### config.mk
export PLATFORM = sky130hd
export DESIGN_NAME = mux4x1_stream
export DESIGN_NICKNAME = d
export VERILOG_FILES = /design/src/rtl/mux_pkg.sv /design/src/rtl/rr_pick4.sv /design/src/rtl/mux4x1_stream.sv
export SDC_FILE = /design/constraint.sdc
export NUM_CORES = 1
export LEC_CHECK = 0
export CELL_PAD_IN_SITES_DETAIL_PLACEMENT = 1
export CELL_PAD_IN_SITES_GLOBAL_PLACEMENT = 1
export CORE_ASPECT_RATIO = 0.5
export CORE_UTILIZATION = 32
export DETAILED_ROUTE_END_ITERATION = 10
export PLACE_DENSITY_LB_ADDON = 0.1
export SYNTH_ARGS = -nofsm -noshare
export SYNTH_HDL_FRONTEND = slang
export SYNTH_SLANG_ARGS = --single-unit
### constraint.sdc
create_clock -name clk -period 3.65 [get_ports clk]
set_input_delay 0.5475 -clock clk [delete_from_list [all_inputs] [get_ports clk]]
set_output_delay 0.5475 -clock clk [all_outputs]
set_load 0.01 [all_outputs]
### src/rtl/mux_pkg.sv
// Shared types and constants for the 4-lane stream multiplexer.
// Lane count, select width, arbiter state and a one-hot helper.
package mux_pkg;

    localparam int LANES = 4;
    localparam int SEL_W = 2;

    typedef enum logic {
        IDLE  = 1'b0,
        BURST = 1'b1
    } mux_state_t;

    function automatic logic [LANES-1:0] onehot(input logic [SEL_W-1:0] idx);
        return LANES'(1) << idx;
    endfunction

endpackage

### src/rtl/rr_pick4.sv
// Combinational round-robin picker: first set request at or after ptr,
// searching ptr, ptr+1, ... with 2-bit wrap.
module rr_pick4
    import mux_pkg::*;
(
    input  logic [LANES-1:0] req,
    input  logic [SEL_W-1:0] ptr,
    output logic [SEL_W-1:0] gnt_idx,
    output logic             gnt_any
);

    logic [LANES-1:0] w_rot;
    logic [SEL_W-1:0] w_off;

    // NOTE: every variable written here gets a default first, otherwise a
    // path that skips the assignment would infer a latch.
    always_comb begin
        w_rot = '0;
        w_off = '0;
        for (int i = 0; i < LANES; i++) begin
            w_rot[i] = req[SEL_W'(i) + ptr];
        end
        // Scan downwards so the lowest rotated position wins.
        for (int i = LANES - 1; i >= 0; i--) begin
            if (w_rot[i]) begin
                w_off = SEL_W'(i);
            end
        end
    end

    assign gnt_idx = w_off + ptr;
    assign gnt_any = |req;

endmodule

### src/rtl/mux4x1_stream.sv
// Four valid/ready lanes merged into one registered stream tagged with its
// source lane; round-robin between packets, packets never interleave.
module mux4x1_stream
    import mux_pkg::*;
#(
    parameter int DATA_W = 8
) (
    input  logic                    clk,
    input  logic                    rst,
    input  logic [LANES-1:0]        in_valid,
    input  logic [LANES-1:0]        in_last,
    input  logic [LANES*DATA_W-1:0] in_data,
    output logic [LANES-1:0]        in_ready,
    output logic                    out_valid,
    input  logic                    out_ready,
    output logic [DATA_W-1:0]       out_data,
    output logic [SEL_W-1:0]        out_sel,
    output logic                    out_last
);

    mux_state_t         r_state;
    mux_state_t         w_state_nxt;
    logic [SEL_W-1:0]   r_ptr;
    logic [SEL_W-1:0]   r_lock;

    logic               w_load;
    logic [SEL_W-1:0]   w_gnt_idx;
    logic               w_gnt_any;
    logic [SEL_W-1:0]   w_sel;
    logic               w_accept;
    logic               w_sel_last;
    logic [DATA_W-1:0]  w_sel_data;

    rr_pick4 u_pick (
        .req     (in_valid),
        .ptr     (r_ptr),
        .gnt_idx (w_gnt_idx),
        .gnt_any (w_gnt_any)
    );

    assign w_load = !out_valid || out_ready;

    always_comb begin
        in_ready    = '0;
        w_sel       = r_lock;
        w_state_nxt = r_state;
        case (r_state)
            IDLE: begin
                w_sel = w_gnt_idx;
                if (w_load && w_gnt_any) begin
                    in_ready = onehot(w_gnt_idx);
                end
            end
            BURST: begin
                // The locked lane is offered the slot even across gaps.
                if (w_load) begin
                    in_ready = onehot(r_lock);
                end
            end
            default: w_state_nxt = IDLE;
        endcase

        w_accept   = |(in_valid & in_ready);
        w_sel_last = in_last[w_sel];
        w_sel_data = in_data[w_sel*DATA_W +: DATA_W];

        if (w_accept) begin
            w_state_nxt = w_sel_last ? IDLE : BURST;
        end
    end

    // NOTE: state is updated with non-blocking assignments so every register
    // samples the pre-edge values, independent of statement order.
    always_ff @(posedge clk) begin
        if (rst) begin
            r_state   <= IDLE;
            r_ptr     <= '0;
            r_lock    <= '0;
            out_valid <= 1'b0;
            out_data  <= '0;
            out_sel   <= '0;
            out_last  <= 1'b0;
        end else begin
            r_state <= w_state_nxt;
            if (w_accept) begin
                out_valid <= 1'b1;
                out_data  <= w_sel_data;
                out_sel   <= w_sel;
                out_last  <= w_sel_last;
                r_lock    <= w_sel;
                // Packet end: the finishing lane drops to lowest priority.
                if (w_sel_last) begin
                    r_ptr <= w_sel + 1'b1;
                end
            end else if (out_ready) begin
                out_valid <= 1'b0;
            end
        end
    end

endmodule

==> impl_metrics.ini, run 1 <==
[routing]
avgViaCountPerCell = 5.458
drc = 0
vias = 1992
ant_nets = 0
dr.pass1.iters = 4
drt_iter0_drc = 52
drt-wirelength-per-cell_um = 15.70
wl_um = 5732

[cells_and_area]
area_delta_synth_final_pct = 51.32
drive_gt1_frac = 0.1458
multiInputGateArea_sq_mm = 0.001245
num-fill-cells = 636
diodes = 0
stdcell_area_sq_mm = 0.002501
nNetsFinal = 340
layoutNonFillerInstCount = 365
final-seq-area_sq_um = 300.3

[global_route]
grt_pass1_vias = 1907
grtUsageTotal = 0.2148
grt_util_met1 = 0.2463
grt_pass1_wl_um = 9190
gr-usage-met3 = 0.02733
overflow = 0
use_met2 = 0.4407
antenna_found_initial = 0
grt_max_degree = 26
top_usage_layer = met2

[placed_design]
postPlaceCellArea_sq_mm = 0.002446
hpwlAfterDp_um = 4460
dpl.cell_count = 361
io_buffer_count = 58
place_congestion = 0.8575

[clock_network]
root_buffer = clkbuf_8
clock_sinks = 15
cts_tree = built
cts_resized = 6
numCtsBuffers = 3
clkTransAtPathRegs_ps = 60
post-cts-setup-buffer-count = 0
ctsHoldBuffers = 0
htreeDepth = 1
clkLatencyLatePin_ps = 250
cts_buffer_depth = 2

[sta]
relSlewSlack = 0.4679
fin_skew_ps = 1.660
tightestPinTransition_ps = 797.1
hold_ws_ps = 485.3
setup_violations = 0
period_share = 0.9596
final_hold_viol_count = 0
fmax_mhz = 285.5
finalCriticalPeriod_ps = 3503
final_max_slew_viol_count = 0
rsz0062_at_grt = no

[floorplanning]
fp.dieArea_sq_mm = 0.005474
die_w_um = 103.6
initial_utilization = 0.3336
num_rows = 18
die_h_um = 52.82
ios = 59
core_area_sq_mm = 0.004955

[synth]
synth.area.top_cells = dfxtp_1 (18%), and3_1 (9.5%), mux2i_1 (9.1%)
synth_top_area_frac = 0.1817
synth_cell_type_count = 42
netlist_instances = 225
syn_area_sq_mm = 0.001653
synthFlopType = dfxtp_1
synth_edf_count = 0
synth_most_common_cell = nor2_1
ys_warn_count = 0
async_reset_ff_frac = 0
ys_ff_latch = 15
synth.avg_cell_area_sq_um = 7.346
synth.yosys.seq_area_share = 0.1817
yosys.area.top_type = dfxtp_1
synth_nets = 269
yosys-top-cells-count = nor2_1 (31), and3_1 (25), nand2_1 (17)

[power_and_ir_drop]
power_frac_seq = 0.175
power.leakage_nw = 1.042
intPower_mw = 0.8987
power.density_mw_per_mm2 = 661.4
power_frac_comb = 0.744
p_sw_frac = 0.4567
peakVddDrop_mv = 0.2523
clkPwrFrac = 0.081
switchingPower_mw = 0.7556

[critical_path]
cp-start-kind = input port
end_kind = output port
r2r-end = r_ptr[0]
cp.arrival_ps = 2960
required_ps = 3100
r2r_start = r_ptr[0]
critPathKind = in2out
reg2reg_depth = 12
rrSetupSlack_ps = 740
cp_max_fo = 6
crit_start = in_valid[2]

[hold_path]
hold_end = out_last
hp-class = reg2reg
worstHoldPathCells = 2
min_from = out_last

[status]
outcome = completed

[job]
cap_violations = 0
==> critical path, cell delays in order <==
cell,delay [ps]
clkdlybuf4s50_1,500
nand2_1,110
nor2_1,40
a211oi_1,200
a21oi_1,60
a211o_1,250
ha_1,260
xor2_2,180
xnor2_1,200
o32ai_1,300
dlygate4sd2_1,300
==> metrics by stage <==
step	power (mW)	setup slack (ps)	util	TNS, ps
global placement	1.510	-40.95	0.4937	-121.3
floorplan	1.040	426.7	-	0
finish	1.654	147.3	0.5048	0
global route	1.787	6.716	0.5048	0
detailed placement	1.538	-122.8	0.4937	-409.1
CTS	1.666	155.4	0.5048	0
==> cells in the final DEF (no fill, tap or decap), types with 4 or more instances in the layout <==
| cell type | count |
|---|---|
| buf_4 | 30 |
| o21ai_1 | 6 |
| nor3_1 | 6 |
| nor2_1 | 31 |
| mux2i_1 | 15 |
| nand2b_1 | 5 |
| clkdlybuf4s50_1 | 54 |
| nand2_1 | 17 |
| a311oi_1 | 8 |
| o21ai_0 | 6 |
| a311o_1 | 8 |
| inv_1 | 5 |
| and3_1 | 25 |
| o31ai_1 | 8 |
| dfxtp_1 | 15 |
| a21oi_1 | 12 |
| o32ai_1 | 4 |
| dlygate4sd2_1 | 4 |
==> layer usage <==
layer,part of all wire,vias up
met5,0,-
met4,0.0063,0
met3,0.019,6
met2,0.50,33
met1,0.47,971
li1,-,982
==> cells by family after synthesis <==
| family | Yosys count | synth area share |
|---|---|---|
| xor+xnor | 6 | 0.03634 |
| mux | 19 | 0.1249 |
| compound gates | 67 | 0.3149 |
| flops | 15 | 0.1817 |
| fa+ha+maj | 1 | 0.007569 |
| buf+inv | 28 | 0.07418 |
| simple gates | 89 | 0.2604 |
==> final cells by class <==
class / count / area share
clock buffer: 4 / 0.01801
inverter: 6 / 0.009004
multi-input combinational: 182 / 0.4977
sequential: 15 / 0.1201
tap: 70 / 0.03502
timing repair buffer: 88 / 0.3202
==> sequential cells by signal (all words and copies together), names as in the netlist <==
signal and count:
out_data 8, out_last 1, out_valid 1, r_lock 2
r_ptr 2, r_state 1
==> worst max path at each step <==
| stage | endpoint |
|---|---|
| after CTS | in_ready[1] |
| after detailed placement | in_ready[3] |
| after floorplan | r_ptr[0] |
| after global placement | in_ready[3] |
| after global routing | in_ready[1] |
| final | in_ready[0] |
==> power by group through the flow <==
stage	Sequential, mW	Clock [mW]	Combinational [mW]
3_5_place_dp	0.290	0	1.25
5_1_grt	0.301	0.146	1.34
4_1_cts	0.290	0.137	1.24
2_1_floorplan	0.278	0	0.762
3_3_place_gp	0.289	0	1.22
6_report	0.289	0.134	1.23
No activity file was read; power rests on OpenSTA's default activity.
==> run 2: changes to the inputs <==
--- a/config.mk
+++ b/config.mk
@@ -11,6 +11,7 @@
 export CORE_UTILIZATION = 32
 export DETAILED_ROUTE_END_ITERATION = 10
 export PLACE_DENSITY_LB_ADDON = 0.1
+export SKIP_LAST_GASP = 1
 export SYNTH_ARGS = -nofsm -noshare
 export SYNTH_HDL_FRONTEND = slang
 export SYNTH_SLANG_ARGS = --single-unit
==> constraint.sdc (replaced) <==
create_clock -name clk -period 4 [get_ports clk]
set_input_delay 0.6 -clock clk [delete_from_list [all_inputs] [get_ports clk]]
set_output_delay 0.6 -clock clk [all_outputs]
set_load 0.01 [all_outputs]
==> run 2 against run 1 <==
  * Routed wire length fell by 2.1%
  * Final cell count fell by 3.6%
  * Worst setup slack gained 1.1 ps
  * Critical path type unchanged
==> impl_metrics.ini, run 2 (synthesis gave the netlist of run 1 again) <==
[placed_design]
place_congestion = 0.8732
io_buffer_count = 58
postPlaceCellArea_sq_mm = 0.002349
pre_cts_slack_ps = 69.02
hpwlAfterDp_um = 4266

[sta]
period_share = 0.9629
finalCriticalPeriod_ps = 3852
hold_ws_ps = 486.6
setup_violations = 0
final_max_slew_viol_count = 0
fmax_mhz = 259.6
fin_tns_setup_ps = 0
worst_slack_ps = 148.4
final_hold_viol_count = 0
tightestPinTransition_ps = 797.8
relSlewSlack = 0.4676
fin_skew_ps = 0.8137

[cells_and_area]
drive_gt1_frac = 0.1099
diodes = 0
reg_top3 = out_data: 8 flops, r_lock: 2 flops, r_ptr: 2 flops
regMostFlops = out_data
area_delta_synth_final_pct = 46.03
largest_register_ffs = 8
nNetsFinal = 327
final_common_cell = clkdlybuf4s50_1
stdcell_area_sq_mm = 0.002414
most-common-layout-cells = clkdlybuf4s50_1 (57), nor2_1 (31), and3_1 (25)

[critical_path]
cp.arrival_ps = 3250
path_buf_inv = 2
cp_max_fo = 5
cp-start-kind = input port
max_stage_delay_ps = 580
cp_top_family = buffers and inverters
critPathKind = in2out
required_ps = 3400
path_cells = clkdlybuf4s50_1, nand2_1, nor2_1, a211oi_1, a21oi_1, a211o_1, ha_2, xor2_2, xnor2_1, o32ai_1, clkdlybuf4s50_1
slowest_stage = clkdlybuf4s50_1
cpMostUsedCell = clkdlybuf4s50_1
end_kind = output port

[floorplanning]
core_area_sq_mm = 0.004955
fp.dieArea_sq_mm = 0.005474
num_rows = 18
initial_utilization = 0.3336
die_w_um = 103.6
ios = 59
die_h_um = 52.82

[clock_network]
post-cts-setup-buffer-count = 0
clkTransAtPathRegs_ps = 60
cts_tree = built
numCtsBuffers = 3
clkLatencyLatePin_ps = 250
htreeDepth = 1
root_buffer = clkbuf_8
clock_sinks = 15
cts_buffer_depth = 2

[power_and_ir_drop]
peakVddDrop_mv = 0.1785
power.leakage_nw = 0.9776
power.density_mw_per_mm2 = 617.0
finalPower_mw = 1.489

[global_route]
grt_max_degree = 27
overflow = 0
antenna_found_initial = 0
grt_pass1_vias = 1898
grtUsageTotal = 0.2096
grt_pass1_wl_um = 9004

[routing]
avgViaCountPerCell = 5.483
dr.pass1.iters = 4
drt-wirelength-per-cell_um = 15.94
drt_iter0_drc = 64
wl_um = 5611
vias = 1930
drc = 0
ant_nets = 0

[status]
outcome = completed

[job]
cap_violations = 0

[hold_path]
hp-class = reg2reg
[run 2: cell count changes in the layout (fill, tap and decap cells not counted), sizes merged]
cell,before,now
dlygate4sd2,4,0
buf,30,17
dlymetal6s2s,0,1
clkdlybuf4s50,54,57
[run 2: path summary, 6_finish.rpt]
kind,startpoint,to,slack [ps],cells past startpoint
max,in_valid[2],in_ready[0],150,11
min,out_last,out_last,490,2
max reg2reg,r_ptr[0],out_last,730,13
min reg2reg,out_last,out_last,490,2
[run 2: what timing repair did]
action | in CTS | in global routing
hold buffers | 0 | 0
gates resized for setup | 0 | 4
setup endpoints to repair | 0 | 4
[run 2: worst register-to-register path: stages (launching register included)]
cell and delay, ps:
dfxtp_1 590, nor2_1 100, a211oi_1 250, a21oi_1 60
a211o_1 250, ha_2 380, buf_4 160, mux2i_1 320
nand2_1 90, a211o_1 290, and3_1 180, buf_4 200
nand2b_1 170, a21oi_1 140
[run 2: cell type report]
cell class                      instances  area (sq um)
Sequential cell                        15         300.3
Clock buffer                            4         45.04
Inverter                                6         22.52
Fill cell                             617          2541
Timing Repair Buffer                   75         710.7
Multi-Input combinational cell        182          1247
Tap cell                               70         87.58
[run 2: where the power goes]
part	switching (mW)	internal, mW
Sequential	0.0425	0.203
Clock	0.0552	0.0707
Combinational	0.593	0.524
[run 2: stage by stage]
| stage | std cells | util |
|---|---|---|
| after global placement | 348 | 0.4740 |
| final | 352 | 0.4871 |
| after global routing | 352 | 0.4871 |
| after floorplan | 225 | - |
| after detailed placement | 348 | 0.4740 |
| after CTS | 352 | 0.4831 |
[run 2: layer usage]
metal / part of all wire / vias to the layer above / GRT usage
li1: - / 957 / -
met1: 0.47 / 928 / 0.2511
met2: 0.49 / 38 / 0.4083
met3: 0.027 / 7 / 0.03230
met4: 0.0078 / 0 / 0.03865
met5: 0 / - / 0
==> patch: new RTL, settings of run 1 <==
Change the package constant `LANES` from 4 to 2.
--- a/src/rtl/mux_pkg.sv
+++ b/src/rtl/mux_pkg.sv
@@ -4,3 +4,3 @@
 
-    localparam int LANES = 4;
+    localparam int LANES = 2;
     localparam int SEL_W = 2;
Ports: changed (resized in_data, in_last, in_ready and in_valid); port bits go from 59 to 37. The function was not compared with the original's and may differ.
==> patch against run 1 <==
Total power decreased by 35%. Cell area shrank 51%. Clock skew increased by 0.00055 ns. Largest power group unchanged. Critical endpoint unchanged. Count of clock-buffer cells in the layout is the same. Synthesized cell count is 62% lower. Sequential cell count unchanged. Die area is 50% lower. Global-route usage is 2.5 points lower. Routed wire length fell by 60%. Critical path depth fell by 3. Area after synthesis fell by 52%. Worst setup slack improved by 0.25 ns. First-iteration DRC count down 69%. Cell count shrank 57%. Largest cell class unchanged.
==> patch: results (changes against run 1) <==
For the post-cts resize count, the log shows 0 (was 6). The post-synth net total is 109 (was 269), and the proportion of synthesized chip area in sequential cells is 0.3750 (was 0.1817). The run gives 0.5406 (was 0.5048) as the final core utilization. The logs give 0.2121 (was 0.2463) for the global-route track usage on met1 and 271 (was 636) for the number of fill cells. The met2 routed wirelength was 1121 um (was 2889 um). The measured slew at the worst slew-check pin was 0.5574 ns (was 0.7971 ns); the async set or reset register ratio after synthesis was 0 (unchanged).

The met2 usage is 0.3435 (was 0.4407). The tools report the number of nets in the layout as 148 (was 340). The detailed-route via count was 776 (was 1,992). The endpoint arrival time on the critical path was 2.71 ns (was 2.96 ns). The mean routed wirelength per cell came out at 14.56 um (was 15.70 um). For the pre-CTS setup slack, the log shows 0.4103 ns (was -0.1228 ns).

Most instantiated cells after synthesis: dfxtp_1, nor2_1, a211oi_1, mux2i_1 (was nor2_1, and3_1, nand2_1). The clock skew was 0.002213 ns (was 0.001660 ns); the count of non-filler cells in the finished layout was 158 (was 365). Met3 layer usage reported by global route: 0.08086 (was 0.02733). The peak supply drop is 303.3 uV (was 252.3 uV).

The quantity of I/O buffers inserted on ports is 36 (was 58). The ratio of cells with drive above 1 in the final layout came out at 0.08130 (was 0.1458). The number of DRC markers after the initial detailed-route iteration was 16 (was 52). The global router's overall resource usage is 0.1902 (was 0.2148). Synthesized instance count: 85 (was 225).

The flow ran to the end, and the final reports show no timing, DRC or antenna violations. Main area contributors after synthesis: dfxtp_1, mux2i_1, a211oi_1 (was dfxtp_1, and3_1, mux2i_1). The global placement routability congestion was 0.6788 (was 0.8575). Maximum single-stage delay on the critical path: 0.57 ns (was 0.50 ns). The number of different library cells in the post-synthesis netlist is 29 (was 42). The static leakage was 0.4918 nW (was 1.042 nW); the number of global-route vias before repair was 818 (was 1,907). The largest fanout of any net on the critical path was 5 (was 6); the length of routed met3 wiring was 155 um (was 107 um). The first-pass GRT wire length came out at 3726 um (was 9190 um).
## patch: cell types whose count changed in the layout (fill, tap and decap cells not counted), moves of 6 or more
cell                    run 1  this run
and3_1                     25         0
o31ai_1                     8         0
a311o_1                     8         0
nand2_1                    17         3
a21oi_1                    12         3
clkdlybuf4s50_1            54        36
a211oi_1                    3        10
nor2_1                     31        15
buf_4                      30         2
o21ai_1                     6         0
a311oi_1                    8         0
## patch: report_power, final
group / internal, W / leakage, nW / switching, W / total, W
registers: 0.000223 / 0.123 / 0.0000482 / 0.000272
clock network: 0.0000774 / 0.0228 / 0.0000617 / 0.000139
logic: 0.000328 / 0.346 / 0.000329 / 0.000657
total: 0.000629 / 0.492 / 0.000439 / 0.00107
## patch: worst paths after layout
kind	from	slack [ns]	endpoint	cells past startpoint
setup / recovery	in_valid[0]	0.40	in_ready[0]	8
hold / removal	out_data[5]	0.50	out_data[5]	2
setup reg to reg	r_ptr[0]	1.44	out_data[4]	9
hold reg to reg	out_data[5]	0.50	out_data[5]	2
## patch: kinds of logic after synthesis
logic type | synth area share
compound gates | 0.2062
fa+ha+maj | 0.01562
simple gates | 0.1922
flops | 0.3750
buf+inv | 0.03905
mux | 0.1391
xor+xnor | 0.03282
## patch: worst min-delay path: cells and delay by family (launching register included)
kind | cells | cell delay, ns
AO/OA/AOI/OAI | 1 | 0.05
flip-flops | 1 | 0.31
AND/OR/NAND/NOR | 1 | 0.10
## patch: final cells by class
type / instances / share of cell area
Timing Repair Buffer: 38 / 0.3043
Tap cell: 35 / 0.03550
Sequential cell: 15 / 0.2434
Clock buffer: 4 / 0.03651
Multi-Input combinational cell: 66 / 0.3803
